<file path="src/rtl/alu32_result_stage.sv">
// Purpose : ALU output stage: selects the unit result by opcode, derives flags, and buffers
//           {result, flags} in a main + skid register pair with valid/ready handshakes.
// Latency : 1 cycle (an entry accepted at edge N is on Out in cycle N+1); 1 entry/cycle throughput.
// Backpressure: absorbs up to two entries while OutReady=0; InReady (registered) drops once both are full.
//
// Ports:
//   Clk, Rst_n                         clock, asynchronous active-low reset
//   InValid / InReady                  upstream handshake
//   Op                                 000 AND, 001 OR, 010 XOR, 011 ADD, 100 SUB, 101 NOR, 110 SLT, 111 illegal
//   AndRes, OrRes, XorRes              logic unit results
//   SumRes, SumCout, SumOvf            adder result, carry-out, signed overflow (SUB done by the adder)
//   OutValid / OutReady                downstream handshake
//   Out, Zero, Negative, Carry,
//   Overflow, OpErr                    buffered result and its flags
//   AcceptCnt                          wrapping count of accepted entries
module alu32_result_stage #(
  parameter int DATA_W = 32,
  parameter int CNT_W  = 16
) (
  input  logic              Clk,
  input  logic              Rst_n,
  input  logic              InValid,
  output logic              InReady,
  input  logic [2:0]        Op,
  input  logic [DATA_W-1:0] AndRes,
  input  logic [DATA_W-1:0] OrRes,
  input  logic [DATA_W-1:0] XorRes,
  input  logic [DATA_W-1:0] SumRes,
  input  logic              SumCout,
  input  logic              SumOvf,
  output logic              OutValid,
  input  logic              OutReady,
  output logic [DATA_W-1:0] Out,
  output logic              Zero,
  output logic              Negative,
  output logic              Carry,
  output logic              Overflow,
  output logic              OpErr,
  output logic [CNT_W-1:0]  AcceptCnt
);

  // Entry layout: {result, zero, negative, carry, overflow, op_err}
  localparam int ENT_W = DATA_W + 5;

  typedef enum logic [1:0] {
    ST_EMPTY = 2'd0,
    ST_ONE   = 2'd1,
    ST_TWO   = 2'd2
  } state_e;

  state_e             state_q, state_d;
  logic [ENT_W-1:0]   main_q, main_d;
  logic [ENT_W-1:0]   skid_q, skid_d;
  logic               in_ready_q, in_ready_d;
  logic [CNT_W-1:0]   cnt_q, cnt_d;

  logic [DATA_W-1:0]  res;
  logic               is_sum;
  logic               op_err;
  logic [ENT_W-1:0]   new_entry;
  logic               accept;
  logic               drain;

  // Result select and flag derivation on the incoming operands.
  always_comb begin
    res    = '0;
    is_sum = 1'b0;
    op_err = 1'b0;
    case (Op)
      3'b000: res = AndRes;
      3'b001: res = OrRes;
      3'b010: res = XorRes;
      3'b011: begin res = SumRes; is_sum = 1'b1; end
      3'b100: begin res = SumRes; is_sum = 1'b1; end
      3'b101: res = ~OrRes;
      // Signed less-than: sign of (In1-In2) corrected by overflow.
      3'b110: res = {{(DATA_W-1){1'b0}}, SumRes[DATA_W-1] ^ SumOvf};
      default: op_err = 1'b1;
    endcase
    new_entry = {res, (res == '0), res[DATA_W-1], is_sum & SumCout, is_sum & SumOvf, op_err};
  end

  // in_ready_q mirrors (state != TWO); it is 0 in reset, so no accept can happen then.
  assign accept = InValid & in_ready_q;
  assign drain  = (state_q != ST_EMPTY) & OutReady;

  always_comb begin
    state_d = state_q;
    main_d  = main_q;
    skid_d  = skid_q;
    cnt_d   = cnt_q;
    if (accept) begin
      cnt_d = cnt_q + CNT_W'(1);
    end
    case (state_q)
      ST_EMPTY: begin
        if (accept) begin
          main_d  = new_entry;
          state_d = ST_ONE;
        end
      end
      ST_ONE: begin
        case ({accept, drain})
          2'b10: begin skid_d = new_entry; state_d = ST_TWO; end
          2'b01: state_d = ST_EMPTY;
          2'b11: main_d = new_entry;
          default: state_d = ST_ONE;
        endcase
      end
      ST_TWO: begin
        // Accept is impossible here (InReady=0), so only the drain matters.
        if (drain) begin
          main_d  = skid_q;
          state_d = ST_ONE;
        end
      end
      default: state_d = ST_EMPTY;
    endcase
    in_ready_d = (state_d != ST_TWO);
  end

  always_ff @(posedge Clk or negedge Rst_n) begin
    if (!Rst_n) begin
      state_q    <= ST_EMPTY;
      main_q     <= '0;
      skid_q     <= '0;
      in_ready_q <= 1'b0;
      cnt_q      <= '0;
    end else begin
      state_q    <= state_d;
      main_q     <= main_d;
      skid_q     <= skid_d;
      in_ready_q <= in_ready_d;
      cnt_q      <= cnt_d;
    end
  end

  assign {Out, Zero, Negative, Carry, Overflow, OpErr} = main_q;
  assign OutValid  = (state_q != ST_EMPTY);
  assign InReady   = in_ready_q;
  assign AcceptCnt = cnt_q;

endmodule

</file>
<file path="config.mk">
export PLATFORM = sky130hd
export DESIGN_NAME = alu32_result_stage
export DESIGN_NICKNAME = d
export VERILOG_FILES = /design/src/rtl/alu32_result_stage.sv
export SDC_FILE = /design/constraint.sdc
export NUM_CORES = 1
export LEC_CHECK = 0
export CELL_PAD_IN_SITES_DETAIL_PLACEMENT = 0
export CELL_PAD_IN_SITES_GLOBAL_PLACEMENT = 1
export CORE_MARGIN = 3
export CORE_UTILIZATION = 30
export CTS_CLUSTER_DIAMETER = 60
export DETAILED_ROUTE_END_ITERATION = 7
export GPL_ROUTABILITY_DRIVEN = 0
export PLACE_DENSITY_LB_ADDON = 0.25
export SLEW_MARGIN = 20
export SYNTH_ARGS = -nofsm -noshare
export SYNTH_HDL_FRONTEND = slang
export SYNTH_SLANG_ARGS = --single-unit
</file>
<file path="constraint.sdc">
create_clock -name Clk -period 4.7 [get_ports Clk]
set_input_delay 0.47 -clock Clk [delete_from_list [all_inputs] [get_ports Clk]]
set_output_delay 0.47 -clock Clk [all_outputs]
set_load 0.05 [all_outputs]
</file>
# Yosys cells after proc, flatten, opt, wreduce, memory -nomap -nowiden
# Index checks and enable logic that the tools add are counted.
# totals
regBits	93
output_inout_bits	55
# classes
n_addsub	1
n_eq_ne	15
mux	11
n_bitwise	6
reduce_logical	9
# ops
operator	count
32-bit one-hot mux with 6 select lines	1
37-bit 2-to-1 mux	3
37-bit one-hot mux with 3 select lines	1
32-bit logical NOT	1
32-bit inverter	1
16-bit by 1-bit adder with 16-bit output, second input constant	1
2-bit one-hot mux with 3 select lines	2
3-bit equality test, second input constant	3
7-bit OR reduction	1
2-bit equality test, second input constant	3
3-bit by 2-bit equality test with 1-bit output, second input constant	2
2-bit inequality test, second input constant	3
1-bit AND	4
2-bit by 1-bit equality test with 1-bit output, second input constant	2
2-bit 2-to-1 mux	2
4-bit AND reduction	1
3-bit by 1-bit equality test with 1-bit output, second input constant	1
3-bit logical NOT	1
3-bit nonzero test	1
2-bit logical NOT	1
1-bit 2-to-1 mux	2
2-bit by 1-bit inequality test with 1-bit output, second input constant	1
2-bit AND reduction	1
2-bit nonzero test	1
2 further kinds	2

# Logic depth before layout (Yosys ltp)
# depth
word_depth	6
ltp_mapped	11
mapped_depth_nobuf	7

# Worst setup path before layout
# No wires, ideal clock.
# synth_path
path_type	input port to flip-flop
from	input port Op[0]
to	register main_q[4]
setup_time_ns	0.077
arrival_ns	2.000
setup_slack_ns	2.623
stages	9
n_path_buf	2
cell_sequence	buf_2 buf_2 mux2i_1 nor2_1 a221o_1 nor4_1 and4_1 nand4_1 a21oi_1
# synth_between
elab_chain_len	6
# synth_lines
item	line_no	rtl
start: declaration	24	input logic [2:0] Op,
3-bit equality test / 3-bit by 2-bit equality test with 1-bit output (equally long branches)	69	case (Op)
2-bit OR reduction (no line)	-	
32-bit one-hot mux with 6 select lines (*)	69	
32-bit logical NOT (*)	80	new_entry = {res, (res == '0), res[DATA_W-1], is_sum & SumCout, is_sum & SumOvf, op_err};
37-bit 2-to-1 mux (on tied branches)	103, 97	
37-bit one-hot mux with 3 select lines (*)	95	case (state_q)
end signal: assignment	131	main_q <= main_d;
end: declaration	52	logic [ENT_W-1:0] main_q, main_d;
# Mark *: on every way between the ends. The rest lies on a longest branch, timed or not. The select of a mux whose other input is x is not followed.
# A chain may end at the register's enable or synchronous reset.

# Final worst setup path
# layout_path
from	input port Op[1]
to	register main_q[4]
# The elaborated chain is that of the path after synthesis.

==> results.cfg <==
[placement]
final_hpwl_dp_um = 14100
placed_cells_incl_taps = 1002
buffer_ports.inserted = 191

[yosys]
yosys_most_used_dff = sky130_fd_sc_hd__dfrtp_1
yosysWarnings = 0
synth.yosys.seq_area_share_pct = 39.5
postSynthNetCount = 755
synth_area_leaders = sky130_fd_sc_hd__dfrtp_1, sky130_fd_sc_hd__mux2i_1, sky130_fd_sc_hd__o21ai_0
synth_edf_count = 0
count_of_distinct_cell_types_in_the_synthesized_netlist = 55
syn_area_um2 = 5770
async_reset_ff_share_pct = 100
postSynthRegisterBits = 91
post_synth.cell_area_avg_um2 = 9.34
synth_largest_type_area_fraction_pct = 39.5
post_synth_inst_count = 617
synthDominantAreaCellType = sky130_fd_sc_hd__dfrtp_1

[final_layout]
n_fill_cell = 1814
n_antenna_cell = 0
layout_common_cells = sky130_fd_sc_hd__clkdlybuf4s50_1, sky130_fd_sc_hd__dfrtp_1, sky130_fd_sc_hd__mux2i_1
final_cells = 1018
post-route-util_pct = 43.2
syn_to_final_growth_pct = 40.7
drive_gt1_share_pct = 8.42
final_common_cell = sky130_fd_sc_hd__clkdlybuf4s50_1
finish.net_count = 917

[timing]
max_clock_freq_mhz = 294
setup-violations-final = 0
setup_tns_ns = 0
report.final.hold_viol_count = 0
period_share_pct = 72.3
final_period_minus_worst_setup_slack_ns = 3.40
final.setup_skew_ns = 0.00396
rsz0062_at_grt = no
drv_slew = 0
worst_slew_pin_slew_ns = 1.11
relative_slew_slack_pct = 26.2

[floorplan]
initial_core_utilization_pct = 30.7
pin_count = 192
die_height_um = 145
die_area_um2 = 20900
row_count = 50
die_w_um = 145
design.core.area_um2 = 18800

[clock_tree]
cts_buffer_count = 9
postCtsHoldBufs = 0
clk_path_buf_depth = 2
clk_root_buffer_cell = sky130_fd_sc_hd__clkbuf_16
clkSlewWorstSetupHoldPaths_ns = 0.06
postCtsResizedCells = 0
cts.sink_count = 91
htree_levels = 3
clkLatencyLatePin_ns = 0.33
setup_repair_bufs_after_cts = 0
cts_tree = built

[global_routing]
groute.usage.overall_pct = 16.9
pin_count_of_the_biggest_net_entering_global_routing = 96
antenna_found_initial = 0
grt-ovfl-total = 0
grt_first_pass_wirelength_um = 27800
first_global_vias = 5212

[drt]
total_via_count_after_detailed_routing = 5156
route.layer.met1.wl_um = 8590
route.detailed.drc = 0
route.antenna.remaining_nets = 0
drt_first_iter_violations = 220
pre_repair_dr_iteration_count = 5
topmost_layer_with_routed_signal_wires = met4
met3_wirelength_um = 942
detail_route.wirelength_um = 17600
wire_per_inst_um = 17.3
avg_vias_per_cell = 5.06
dr_wl_met2_um = 7940

[setup_path]
crit_type = primary input to flip-flop
critPathMaxFanout = 24
r2r.worst_path.cells = 8
startpoint_type = primary input
r2r_path_start = InReady
reg2reg_to = main_q[12]
critical_path.startpoint = Op[1]
r2r_setup_slack_ns = 2.43
worst_setup_path_endpoint = main_q[4]
arrival_ns = 3.66
worst_setup_end_kind = flip-flop
critPathRequiredTime_ns = 4.96

[pwr]
peakVddDrop_uv = 214
power_leakage_nw = 3.55
power_density_nw_per_um2 = 477
total_power_mw = 3.87

[status]
outcome = finished clean

[min_path]
type_of_the_worst_min_delay_path = primary input to asynchronous set/reset pin

[run]
cap_viol_max_count = 0
metal layers:
metal / vias to the layer above / global-route usage [%]
met5: - / 0
met4: 0 / 3.68
met3: 11 / 2.88
met2: 188 / 26.4
met1: 2425 / 24.6
li1: 2532 / -
cell families after synthesis:
group                    after synthesis  synth area share [%]
AO/OA/AOI/OAI                        147                  15.5
flip-flops                            91                  39.5
AND/OR/NAND/NOR                      187                  15.8
adder cells (fa/ha/maj)                1                 0.217
buffers and inverters                 56                  4.86
XOR/XNOR                              16                  2.43
multiplexers                         119                  21.8
stage by stage:
stage | hold slack (ns) | setup WS (ns) | cell area (um^2)
floorplan | 0.174 | 2.62 | 5770
global placement | 0.416 | 1.00 | 7780
detailed placement | 0.425 | 0.899 | 7780
CTS | 0.0564 | 1.25 | 8110
global route | 0.0801 | 0.887 | 8110
finish | 0.0547 | 1.30 | 8110
cell usage after synthesis, types with 2 or more instances:
library cell               count
sky130_fd_sc_hd__dfrtp_1      91
sky130_fd_sc_hd__mux2i_1      85
sky130_fd_sc_hd__o21ai_0      77
sky130_fd_sc_hd__nand2_1      75
sky130_fd_sc_hd__nor2_1       38
sky130_fd_sc_hd__mux2_2       32
sky130_fd_sc_hd__a21oi_1      23
sky130_fd_sc_hd__clkbuf_1     20
sky130_fd_sc_hd__buf_2        14
sky130_fd_sc_hd__nand2b_1     14
sky130_fd_sc_hd__xnor2_1      12
sky130_fd_sc_hd__o22ai_1      11
sky130_fd_sc_hd__nand3_1      10
sky130_fd_sc_hd__inv_1         9
sky130_fd_sc_hd__nand3b_1      9
sky130_fd_sc_hd__a221o_1       8
sky130_fd_sc_hd__nor2b_1       8
sky130_fd_sc_hd__nor4_1        8
sky130_fd_sc_hd__buf_4         6
sky130_fd_sc_hd__nand4_1       5
sky130_fd_sc_hd__buf_6         4
sky130_fd_sc_hd__nor3_1        4
sky130_fd_sc_hd__xor2_1        4
sky130_fd_sc_hd__a211oi_1      3
sky130_fd_sc_hd__and3_1        3
sky130_fd_sc_hd__and4_1        3
sky130_fd_sc_hd__o211ai_1      3
sky130_fd_sc_hd__o32ai_1       3
sky130_fd_sc_hd__a21o_1        2
sky130_fd_sc_hd__a221oi_2      2
sky130_fd_sc_hd__a22o_1        2
sky130_fd_sc_hd__and2_1        2
sky130_fd_sc_hd__clkinv_1      2
sky130_fd_sc_hd__mux4_2        2
sky130_fd_sc_hd__o21ai_1       2
sky130_fd_sc_hd__or2_2         2
power breakdown:
| part | total [mW] | internal (mW) | leakage, nW | switching (mW) |
|---|---|---|---|---|
| sequential | 1.27 | 1.09 | 1.16 | 0.182 |
| clock | 0.785 | 0.494 | 0.159 | 0.291 |
| combinational | 1.81 | 0.701 | 2.23 | 1.11 |
critical path: stages:
cell and delay [ns]:
sky130_fd_sc_hd__clkdlybuf4s50_1 1.13, sky130_fd_sc_hd__clkinv_1 0.72, sky130_fd_sc_hd__a221o_1 0.56, sky130_fd_sc_hd__nor4_1 0.25, sky130_fd_sc_hd__and4_1 0.25, sky130_fd_sc_hd__nand4_1 0.10
sky130_fd_sc_hd__a21oi_1 0.16
worst min-delay path by stage:
| stage | startpoint | end | cells after the start |
|---|---|---|---|
| floorplan | Rst_n | AcceptCnt[0] | 0 |
| detailed placement | Rst_n | AcceptCnt[15] | 1 |
| CTS | Rst_n | AcceptCnt[2] | 1 |
| global placement | Rst_n | AcceptCnt[15] | 1 |
| finish | Rst_n | AcceptCnt[15] | 1 |
| global route | Rst_n | AcceptCnt[2] | 1 |
registers in the layout (all words and copies together) (netlist names):
| name | flops |
|---|---|
| main_q | 36 |
| skid_q | 36 |
| state_q | 2 |
| AcceptCnt | 16 |
| InReady | 1 |
cell type report:
class	count	area (um^2)	area share, %
Multi-Input combinational cell	470	3230	39.8
Sequential cell	91	2280	28.1
Timing Repair Buffer	196	1940	24.0
Tap cell	234	293	3.61
Clock buffer	12	256	3.16
Clock inverter	4	72.6	0.894
Inverter	11	41.3	0.509
(Power assumes the default switching activity.)
